## src/rtl/mips_mc_pkg.sv

```systemverilog
// Shared definitions for the multicycle MIPS control unit.
// States, opcode/funct codes, ALU control codes and datapath mux selects.
package mips_mc_pkg;

  typedef enum logic [3:0] {
    S_IDLE, S_FETCH, S_DECODE, S_RTYPE_EX, S_RTYPE_WB, S_MEM_ADDR, S_MEM_RD, S_MEM_WB,
    S_MEM_WR, S_BRANCH, S_IMM_EX, S_IMM_WB, S_JUMP, S_JAL, S_JR
  } state_t;

  localparam logic [5:0] OP_RTYPE = 6'b000000;
  localparam logic [5:0] OP_LW    = 6'b100011;
  localparam logic [5:0] OP_SW    = 6'b101011;
  localparam logic [5:0] OP_BEQ   = 6'b000100;
  localparam logic [5:0] OP_BNE   = 6'b000101;
  localparam logic [5:0] OP_ADDI  = 6'b001000;
  localparam logic [5:0] OP_SLTI  = 6'b001010;
  localparam logic [5:0] OP_J     = 6'b000010;
  localparam logic [5:0] OP_JAL   = 6'b000011;

  localparam logic [5:0] FN_ADD = 6'b100000;
  localparam logic [5:0] FN_SUB = 6'b100010;
  localparam logic [5:0] FN_AND = 6'b100100;
  localparam logic [5:0] FN_OR  = 6'b100101;
  localparam logic [5:0] FN_SLT = 6'b101010;
  localparam logic [5:0] FN_JR  = 6'b001000;

  localparam logic [2:0] ALU_ADD = 3'b010;
  localparam logic [2:0] ALU_SUB = 3'b110;
  localparam logic [2:0] ALU_AND = 3'b000;
  localparam logic [2:0] ALU_OR  = 3'b001;
  localparam logic [2:0] ALU_SLT = 3'b111;

  localparam logic [1:0] REGDST_RT = 2'b00;
  localparam logic [1:0] REGDST_RD = 2'b01;
  localparam logic [1:0] REGDST_RA = 2'b10;

  localparam logic [1:0] DTW_ALUOUT = 2'b00;
  localparam logic [1:0] DTW_MDR    = 2'b01;
  localparam logic [1:0] DTW_PC     = 2'b10;

  localparam logic [1:0] SRCB_B       = 2'b00;
  localparam logic [1:0] SRCB_FOUR    = 2'b01;
  localparam logic [1:0] SRCB_IMM     = 2'b10;
  localparam logic [1:0] SRCB_IMM_SH2 = 2'b11;

endpackage

```

## src/rtl/mips_mc_controller_if.sv

```systemverilog
// Control/status bundle between the multicycle controller (master) and datapath (slave).
// The master consumes IR fields, zero and mem_ready, and drives every control strobe.
interface mips_mc_controller_if;
  logic [5:0] opcode;
  logic [5:0] func;
  logic       zero;
  logic       mem_ready;
  logic       pc_write;
  logic       pc_write_cond;
  logic       i_or_d;
  logic       mem_read;
  logic       mem_write;
  logic       ir_write;
  logic [1:0] reg_dst;
  logic [1:0] data_to_write;
  logic       mem_to_reg;
  logic       alu_src_a;
  logic [1:0] alu_src;
  logic [2:0] alu_ctrl;
  logic       pc_src;
  logic       jmp;
  logic       jr;
  logic       reg_write;
  logic       instr_done;
  logic       illegal;

  modport master (
    input  opcode, func, zero, mem_ready,
    output pc_write, pc_write_cond, i_or_d, mem_read, mem_write, ir_write, reg_dst,
           data_to_write, mem_to_reg, alu_src_a, alu_src, alu_ctrl, pc_src, jmp, jr,
           reg_write, instr_done, illegal
  );

  modport slave (
    output opcode, func, zero, mem_ready,
    input  pc_write, pc_write_cond, i_or_d, mem_read, mem_write, ir_write, reg_dst,
           data_to_write, mem_to_reg, alu_src_a, alu_src, alu_ctrl, pc_src, jmp, jr,
           reg_write, instr_done, illegal
  );
endinterface

```

## src/rtl/mips_alu_decoder.sv

```systemverilog
// Combinational R-type funct -> ALU control decode with a legal flag.
// Unsupported funct yields alu_ctrl 000 and legal 0.
module mips_alu_decoder
  import mips_mc_pkg::*;
(
  input  logic [5:0] func,
  output logic [2:0] alu_ctrl,
  output logic       legal
);

  always_comb begin
    alu_ctrl = 3'b000;
    legal    = 1'b1;
    case (func)
      FN_ADD:  alu_ctrl = ALU_ADD;
      FN_SUB:  alu_ctrl = ALU_SUB;
      FN_AND:  alu_ctrl = ALU_AND;
      FN_OR:   alu_ctrl = ALU_OR;
      FN_SLT:  alu_ctrl = ALU_SLT;
      default: legal    = 1'b0;
    endcase
  end

endmodule

```

## src/rtl/mips_mc_controller.sv

```systemverilog
// Moore FSM sequencing the multicycle MIPS datapath, one state per clock.
// Optional MC_MEM_WAIT_EN: FETCH/MEM_RD/MEM_WR stall until mem_ready; otherwise memory is single-cycle.
module mips_mc_controller
  import mips_mc_pkg::*;
#(
  parameter int unsigned RESET_PC_WAIT = 1
) (
  input  logic                  clk,
  input  logic                  rst,
  mips_mc_controller_if.master  bus
);

  localparam logic [3:0] WAIT_INIT = 4'(RESET_PC_WAIT);

  state_t     state_q, state_d;
  logic [3:0] cnt_q, cnt_d;
  logic       is_bne_q, is_bne_d;
  logic       illegal_q, illegal_d;
  logic [2:0] fn_alu_ctrl;
  logic       fn_legal;
  logic       mem_ok;

`ifdef MC_MEM_WAIT_EN
  assign mem_ok = bus.mem_ready;
`else
  logic unused_mem_ready;
  assign unused_mem_ready = bus.mem_ready;
  assign mem_ok           = 1'b1;
`endif

  mips_alu_decoder u_alu_dec (
    .func     (bus.func),
    .alu_ctrl (fn_alu_ctrl),
    .legal    (fn_legal)
  );

  always_ff @(posedge clk or negedge rst) begin
    if (!rst) begin
      state_q   <= S_IDLE;
      cnt_q     <= WAIT_INIT;
      is_bne_q  <= 1'b0;
      illegal_q <= 1'b0;
    end else begin
      state_q   <= state_d;
      cnt_q     <= cnt_d;
      is_bne_q  <= is_bne_d;
      illegal_q <= illegal_d;
    end
  end

  assign bus.illegal    = illegal_q;
  assign bus.mem_to_reg = (bus.data_to_write == DTW_MDR);

  always_comb begin
    state_d           = state_q;
    cnt_d             = cnt_q;
    is_bne_d          = is_bne_q;
    illegal_d         = illegal_q;
    bus.pc_write      = 1'b0;
    bus.pc_write_cond = 1'b0;
    bus.i_or_d        = 1'b0;
    bus.mem_read      = 1'b0;
    bus.mem_write     = 1'b0;
    bus.ir_write      = 1'b0;
    bus.reg_dst       = REGDST_RT;
    bus.data_to_write = DTW_ALUOUT;
    bus.alu_src_a     = 1'b0;
    bus.alu_src       = SRCB_B;
    bus.alu_ctrl      = 3'b000;
    bus.pc_src        = 1'b0;
    bus.jmp           = 1'b0;
    bus.jr            = 1'b0;
    bus.reg_write     = 1'b0;
    bus.instr_done    = 1'b0;
    case (state_q)
      S_IDLE: begin
        cnt_d = cnt_q - 4'd1;
        if (cnt_q <= 4'd1) state_d = S_FETCH;
      end
      S_FETCH: begin
        bus.mem_read = 1'b1;
        bus.alu_src  = SRCB_FOUR;
        bus.alu_ctrl = ALU_ADD;
        if (mem_ok) begin
          bus.ir_write = 1'b1;
          bus.pc_write = 1'b1;
          state_d      = S_DECODE;
        end
      end
      S_DECODE: begin
        // ALUOut captures the branch target speculatively.
        bus.alu_src  = SRCB_IMM_SH2;
        bus.alu_ctrl = ALU_ADD;
        is_bne_d     = (bus.opcode == OP_BNE);
        case (bus.opcode)
          OP_RTYPE:       state_d = (bus.func == FN_JR) ? S_JR : S_RTYPE_EX;
          OP_LW, OP_SW:   state_d = S_MEM_ADDR;
          OP_BEQ, OP_BNE: state_d = S_BRANCH;
          OP_ADDI, OP_SLTI: state_d = S_IMM_EX;
          OP_J:           state_d = S_JUMP;
          OP_JAL:         state_d = S_JAL;
          default: begin
            state_d   = S_FETCH;
            illegal_d = 1'b1;
          end
        endcase
      end
      S_RTYPE_EX: begin
        bus.alu_src_a = 1'b1;
        bus.alu_ctrl  = fn_alu_ctrl;
        state_d       = fn_legal ? S_RTYPE_WB : S_FETCH;
        if (!fn_legal) illegal_d = 1'b1;
      end
      S_RTYPE_WB: begin
        bus.reg_dst    = REGDST_RD;
        bus.reg_write  = 1'b1;
        bus.instr_done = 1'b1;
        state_d        = S_FETCH;
      end
      S_MEM_ADDR: begin
        bus.alu_src_a = 1'b1;
        bus.alu_src   = SRCB_IMM;
        bus.alu_ctrl  = ALU_ADD;
        state_d       = (bus.opcode == OP_LW) ? S_MEM_RD : S_MEM_WR;
      end
      S_MEM_RD: begin
        bus.i_or_d   = 1'b1;
        bus.mem_read = 1'b1;
        if (mem_ok) state_d = S_MEM_WB;
      end
      S_MEM_WB: begin
        bus.data_to_write = DTW_MDR;
        bus.reg_write     = 1'b1;
        bus.instr_done    = 1'b1;
        state_d           = S_FETCH;
      end
      S_MEM_WR: begin
        bus.i_or_d    = 1'b1;
        bus.mem_write = 1'b1;
        if (mem_ok) begin
          bus.instr_done = 1'b1;
          state_d        = S_FETCH;
        end
      end
      S_BRANCH: begin
        // Branch sense resolved here so the datapath sees a single PC-load qualifier.
        bus.alu_src_a     = 1'b1;
        bus.alu_ctrl      = ALU_SUB;
        bus.pc_src        = 1'b1;
        bus.pc_write_cond = bus.zero ^ is_bne_q;
        bus.instr_done    = 1'b1;
        state_d           = S_FETCH;
      end
      S_IMM_EX: begin
        bus.alu_src_a = 1'b1;
        bus.alu_src   = SRCB_IMM;
        bus.alu_ctrl  = (bus.opcode == OP_SLTI) ? ALU_SLT : ALU_ADD;
        state_d       = S_IMM_WB;
      end
      S_IMM_WB: begin
        bus.reg_write  = 1'b1;
        bus.instr_done = 1'b1;
        state_d        = S_FETCH;
      end
      S_JUMP: begin
        bus.jmp        = 1'b1;
        bus.pc_write   = 1'b1;
        bus.instr_done = 1'b1;
        state_d        = S_FETCH;
      end
      S_JAL: begin
        bus.jmp           = 1'b1;
        bus.pc_write      = 1'b1;
        bus.reg_dst       = REGDST_RA;
        bus.data_to_write = DTW_PC;
        bus.reg_write     = 1'b1;
        bus.instr_done    = 1'b1;
        state_d           = S_FETCH;
      end
      S_JR: begin
        bus.jr         = 1'b1;
        bus.pc_write   = 1'b1;
        bus.instr_done = 1'b1;
        state_d        = S_FETCH;
      end
      default: begin
        state_d = S_IDLE;
        cnt_d   = WAIT_INIT;
      end
    endcase
  end

endmodule

```

## src/flat_wrapper.sv

```systemverilog
// flat-port wrapper written by rule: the top's interface ports become plain ports
module mips_mc_controller_flat import mips_mc_pkg::*;
#(
  parameter int unsigned RESET_PC_WAIT = 1
)
  (clk, rst, bus_opcode, bus_func, bus_zero, bus_mem_ready, bus_pc_write, bus_pc_write_cond, bus_i_or_d, bus_mem_read, bus_mem_write, bus_ir_write, bus_reg_dst, bus_data_to_write, bus_mem_to_reg, bus_alu_src_a, bus_alu_src, bus_alu_ctrl, bus_pc_src, bus_jmp, bus_jr, bus_reg_write, bus_instr_done, bus_illegal);
  mips_mc_controller_if bus_i ();
  input  logic clk;
  input  logic rst;
  input wire logic [$bits(bus_i.opcode)-1:0] bus_opcode;
  input wire logic [$bits(bus_i.func)-1:0] bus_func;
  input wire logic [$bits(bus_i.zero)-1:0] bus_zero;
  input wire logic [$bits(bus_i.mem_ready)-1:0] bus_mem_ready;
  output wire logic [$bits(bus_i.pc_write)-1:0] bus_pc_write;
  output wire logic [$bits(bus_i.pc_write_cond)-1:0] bus_pc_write_cond;
  output wire logic [$bits(bus_i.i_or_d)-1:0] bus_i_or_d;
  output wire logic [$bits(bus_i.mem_read)-1:0] bus_mem_read;
  output wire logic [$bits(bus_i.mem_write)-1:0] bus_mem_write;
  output wire logic [$bits(bus_i.ir_write)-1:0] bus_ir_write;
  output wire logic [$bits(bus_i.reg_dst)-1:0] bus_reg_dst;
  output wire logic [$bits(bus_i.data_to_write)-1:0] bus_data_to_write;
  output wire logic [$bits(bus_i.mem_to_reg)-1:0] bus_mem_to_reg;
  output wire logic [$bits(bus_i.alu_src_a)-1:0] bus_alu_src_a;
  output wire logic [$bits(bus_i.alu_src)-1:0] bus_alu_src;
  output wire logic [$bits(bus_i.alu_ctrl)-1:0] bus_alu_ctrl;
  output wire logic [$bits(bus_i.pc_src)-1:0] bus_pc_src;
  output wire logic [$bits(bus_i.jmp)-1:0] bus_jmp;
  output wire logic [$bits(bus_i.jr)-1:0] bus_jr;
  output wire logic [$bits(bus_i.reg_write)-1:0] bus_reg_write;
  output wire logic [$bits(bus_i.instr_done)-1:0] bus_instr_done;
  output wire logic [$bits(bus_i.illegal)-1:0] bus_illegal;
  assign bus_i.opcode = bus_opcode;
  assign bus_i.func = bus_func;
  assign bus_i.zero = bus_zero;
  assign bus_i.mem_ready = bus_mem_ready;
  assign bus_pc_write = bus_i.pc_write;
  assign bus_pc_write_cond = bus_i.pc_write_cond;
  assign bus_i_or_d = bus_i.i_or_d;
  assign bus_mem_read = bus_i.mem_read;
  assign bus_mem_write = bus_i.mem_write;
  assign bus_ir_write = bus_i.ir_write;
  assign bus_reg_dst = bus_i.reg_dst;
  assign bus_data_to_write = bus_i.data_to_write;
  assign bus_mem_to_reg = bus_i.mem_to_reg;
  assign bus_alu_src_a = bus_i.alu_src_a;
  assign bus_alu_src = bus_i.alu_src;
  assign bus_alu_ctrl = bus_i.alu_ctrl;
  assign bus_pc_src = bus_i.pc_src;
  assign bus_jmp = bus_i.jmp;
  assign bus_jr = bus_i.jr;
  assign bus_reg_write = bus_i.reg_write;
  assign bus_instr_done = bus_i.instr_done;
  assign bus_illegal = bus_i.illegal;
  mips_mc_controller #(.RESET_PC_WAIT(RESET_PC_WAIT)) u_core (.clk(clk), .rst(rst), .bus(bus_i));
endmodule
```

## config.mk

```make
export PLATFORM = sky130hd
export DESIGN_NAME = mips_mc_controller_flat
export DESIGN_NICKNAME = d
export VERILOG_FILES = /design/src/rtl/mips_mc_pkg.sv /design/src/rtl/mips_mc_controller_if.sv /design/src/rtl/mips_alu_decoder.sv /design/src/rtl/mips_mc_controller.sv /design/src/flat_wrapper.sv
export SDC_FILE = /design/constraint.sdc
export NUM_CORES = 1
export LEC_CHECK = 0
export BUFFER_PORTS_ARGS = -buffer_cell sky130_fd_sc_hd__buf_2
export CORE_MARGIN = 2
export CORE_UTILIZATION = 53
export DETAILED_ROUTE_END_ITERATION = 8
export GPL_TIMING_DRIVEN = 0
export PLACE_DENSITY = 0.84
export SYNTH_ARGS = -nofsm -noshare
export SYNTH_HDL_FRONTEND = slang
export SYNTH_SLANG_ARGS = --single-unit
```

## constraint.sdc

```tcl
create_clock -name clk -period 3.1 [get_ports clk]
set_input_delay 0.155 -clock clk [delete_from_list [all_inputs] [get_ports clk]]
set_output_delay 0.155 -clock clk [all_outputs]
set_load 0.02 [all_outputs]
```

==> results.md <==
Timing:
- The worst hold-check slack is between 0.2 and 0.25 ns.
- The maximum clock frequency is roughly 0.46 GHz.
- The transition time of the tightest slew-check pin is approximately 0.73 ns.
- The setup TNS after final layout is 0 ns.
- The count of pins over their slew limit is 0.
- The final-report hold violation count is 0.
- The worst slew margin relative to its limit is between 50% and 60%.
- The worst clock skew is approximately 0.00085 ns.
- Setup repair after global routing left no endpoint under its margin.
- The final setup violation count is 0.
- The final period utilization is a little over two thirds.
- The worst path needs roughly 2.2 ns of the cycle, external delays included.

CTS:
- The clock transition at the registers of the reported paths is about 0.060 ns.
- In this run the deepest clock path goes through 2 buffers.
- TritonCTS built the clock tree.
- The clock sink total is 10.
- The number of clock buffers added by TritonCTS is 3.
- In this run the number of H-tree levels came out at 1.
- The cell chosen for the clock root is sky130_fd_sc_hd__clkbuf_4.
- The clock reaches the later pin of the worst-skew pair after between 0.2 and 0.3 ns.
- Post-CTS timing repair inserted 0 buffers for setup.

Place:
- The congestion estimate from routability-driven global placement came to between 0.9 and 1.
- The total half-perimeter wirelength after legalization and detailed placement is 2320 um.
- Input and output buffers added on the ports amount to 36.

Min path:
- In this run the worst hold path is classified as in2reg.
- In this run the most critical hold path is launched from bus_opcode[1].

Setup path:
- The slowest stage cell on the critical path is sky130_fd_sc_hd__dfrtp_1.
- Among the stages of the critical path, the cell type that occurs most often is sky130_fd_sc_hd__buf_2.
- The critical path in this run is classified as reg2out.
- The startpoint identified for the worst register-to-register timing path is u_core.state_q[3].
- The largest single stage delay on the critical path is 0.32 ns.
- Of all nets on the critical path, the largest fanout is 10.
- The critical path goes through clkbuf_1, buf_2, nand2b_1, nor2_1, nand4_1, o21ai_0, buf_2.
- The critical path startpoint category is a register.
- STA classifies the critical path endpoint as an output port.
- Tracing the worst setup path back leads to its startpoint at u_core.state_q[3].
- The arrival time of the worst setup path is around 2.0 ns.
- The data required time at the worst endpoint is 2.94 ns.

Cells and area:
- The library cell used most frequently in the layout, excluding fill and tap cells, is sky130_fd_sc_hd__buf_2.
- The repair_antennas step left the layout with diodes totalling 0.
- In the final layout, the multi-input gates occupy about 760 um^2.
- The post-route netlist has 25.8% of its cells at a drive strength greater than 1.
- Fill cells in the final layout number roughly 170.
- The top cell types in the final layout, fill and taps aside, are sky130_fd_sc_hd__buf_2, sky130_fd_sc_hd__nor2_1, sky130_fd_sc_hd__nor3_1.
- The final layout contains 209 nets.
- The storage element area is 251 um^2.
- The area growth from synthesis to layout is 23.9%.

Synth:
- After synthesis, the share of flip-flops with an asynchronous set or reset is 100%.
- The cell area that synthesis handed to floorplanning was approximately 1100 um^2.
- Synthesis handed over a netlist of 149 instances.
- For this run, the leading register cell type out of synthesis is sky130_fd_sc_hd__dfrtp_1.
- The mean area per synthesized cell is between 7 and 8 um^2.
- The flop and latch count out of synthesis is 10.
- The number of enable flip-flop cells after synthesis is 0.
- The number of nets produced by synthesis is around 170.
- For this run, the number of Yosys warnings is 0.
- The count of cell types in the netlist is 48.
- For this run, the register share of the synthesized area comes to a little under a quarter.

Routing:
- For this run, design rule violations remaining after detail routing come to 0.
- The remaining number of nets flagged by the antenna check after routing is 0.
- The detailed-routing wirelength on met1 is between 1000 and 1500 um.
- The highest metal layer carrying signal wires in the routed design is met4.
- The total wire length is a little over 3000 um.
- The number of violations reported at the end of detailed-routing iteration 0 is slightly below 90.
- Summing over every cut layer, the via total after detailed routing is ~1300.
- After detailed routing, the met3 layer carries between 200 and 300 um of wire.
- The number of iterations in the first detailed-routing pass is 4.
- Wire segments on met2 add up to 1470 um in the final route.
- The via count normalized by instance count is 6.02.
- The wire length per cell is between 10 and 15 um.

Pwr:
- The static power due to leakage is roughly 0.63 nW.
- In this run the power density over the cells is roughly 700 nW/um^2.
- Of the total power, the share spent switching nets is between 50% and 60%.
- The sequential power share is between 20% and 30%.
- In this run the power spent charging and discharging nets is a little under 0.5 mW.
- The worst ir drop on vdd is around 0.5 mV.
- The power share of the clock group is between 10% and 20%.
- Combinational logic is responsible for between 60% and 70% of the overall power.
- Internal power comes to around 0.47 mW.

Flow run:
- The number of maximum-capacitance constraint violations is 0.

Global routing:
- The total overflow reported by the global router is 0.
- The number of antenna violations at the first check in global routing came to 0.
- The first global-routing pass estimated 5020 um of wire.
- The maximum number of pins on one net before global-route repair is 11.
- The overall global routing resource usage is around a quarter.
- The number of global-route vias before repair is ~1100.

Die:
- The horizontal extent of the die is ~50 um.
- Once the floorplan was initialized, standard cells occupied 56.0% of the core.
- Measured along the y axis, the die boundary spans ~49 um.
- Row generation in the floorplan step produced 16 rows.
- The floorplan step defined a die boundary enclosing 2430 um^2.
- The placeable core region is 1940 um^2.
- During I/O placement, the number of pins put on the boundary was 39.

Status:
- The flow ran to the end, and the final reports show no timing, DRC or antenna violations.
cells in the mapped netlist (all sizes together), types with 2 or more instances:
cell type | n | share of area, %
a211oi | 3 | 2.1
a21boi | 4 | 2.8
a21oi | 6 | 2.8
a221oi | 2 | 1.6
a311oi | 2 | 1.6
a31oi | 3 | 1.7
and2 | 2 | 1.2
buf | 3 | 1.6
clkbuf | 9 | 3.1
dfrtp | 9 | 21
ha | 2 | 2.3
inv | 6 | 2.1
mux2i | 2 | 1.8
nand2 | 11 | 3.8
nand2b | 6 | 4.1
nand3 | 3 | 1.4
nand4 | 3 | 1.7
nor2 | 20 | 6.9
nor2b | 3 | 1.7
nor3 | 12 | 5.5
o211ai | 2 | 1.4
o21ai | 4 | 1.8
o22ai | 4 | 2.3
o31ai | 5 | 3.5
or4b | 2 | 2.5
repair_timing:
| item | in CTS | in global routing |
|---|---|---|
| resized for setup | 0 | 0 |
| hold buffers | 1 | 0 |
| hold endpoints to repair | 10 | 0 |
routing by layer:
layer  vias to the layer above  GRT usage, %
met5                         -             0
met1                       596          35.4
met3                         4          3.68
met2                        65          43.5
li1                        642             -
met4                         0          9.52
power groups by stage:
stage / Clock, mW / Sequential [mW] / Combinational (mW)
final: 0.116 / 0.226 / 0.615
after global placement: 0 / 0.224 / 0.593
after CTS: 0.117 / 0.224 / 0.610
after detailed placement: 0 / 0.227 / 0.606
after floorplan: 0 / 0.217 / 0.446
after global routing: 0.126 / 0.233 / 0.677
metrics by stage:
| stage | area (um^2) | total power, mW | util, % | setup slack [ns] | std cells |
|---|---|---|---|---|---|
| floorplan | 1090 | 0.662 | - | 1.39 | 149 |
| global placement | 1300 | 0.817 | 67.0 | 1.30 | 212 |
| detailed placement | 1300 | 0.833 | 67.0 | 1.28 | 212 |
| CTS | 1350 | 0.951 | 69.4 | 0.979 | 217 |
| global route | 1350 | 1.04 | 69.4 | 0.837 | 217 |
| finish | 1350 | 0.956 | 69.4 | 0.933 | 217 |
worst paths after layout:
path / endpoint / depth (start not counted) / slack (ns)
worst max-delay path: bus_alu_ctrl[0] / 7 / 0.93
worst min-delay path: u_core.state_q[2] / 3 / 0.22
worst max register to register: u_core.state_q[2] / 4 / 1.43
worst min register to register: u_core.bus.illegal / 2 / 0.47
max in group asynchronous: u_core.cnt_q[0] / 2 / 2.58
min in group asynchronous: u_core.cnt_q[1] / 2 / 0.27
critical path: cells and delay by family (launching register included):
family                 cells  cell delay, ns
AO/OA/AOI/OAI              1            0.12
buffers and inverters      3            0.78
flip-flops                 1            0.32
AND/OR/NAND/NOR            3            0.54
layout make-up:
cell class              instances  share of cell area, %
flip-flops and latches         10                   18.7
multi-input cells             121                   56.5
plain buffers                  12                   3.81
well taps                      27                   2.51
inverters                       6                   1.67
repair buffers                 37                   14.1
clock buffers                   4                   2.69
registers in the layout (all words and copies together), names as in the netlist:
register and cells:
u_core.cnt_q 4, u_core.state_q 4, u_core.bus.illegal 1, u_core.is_bne_q 1
cell families after synthesis:
family / count (synthesis) / share of synthesized area (%)
fa+ha+maj: 2 / 2.30
simple gates: 69 / 33.9
mux: 2 / 1.84
flops: 10 / 23.1
xor+xnor: 2 / 1.61
buf+inv: 18 / 6.79
compound gates: 46 / 30.4
Note: power is estimated with default switching activity, not from simulation.
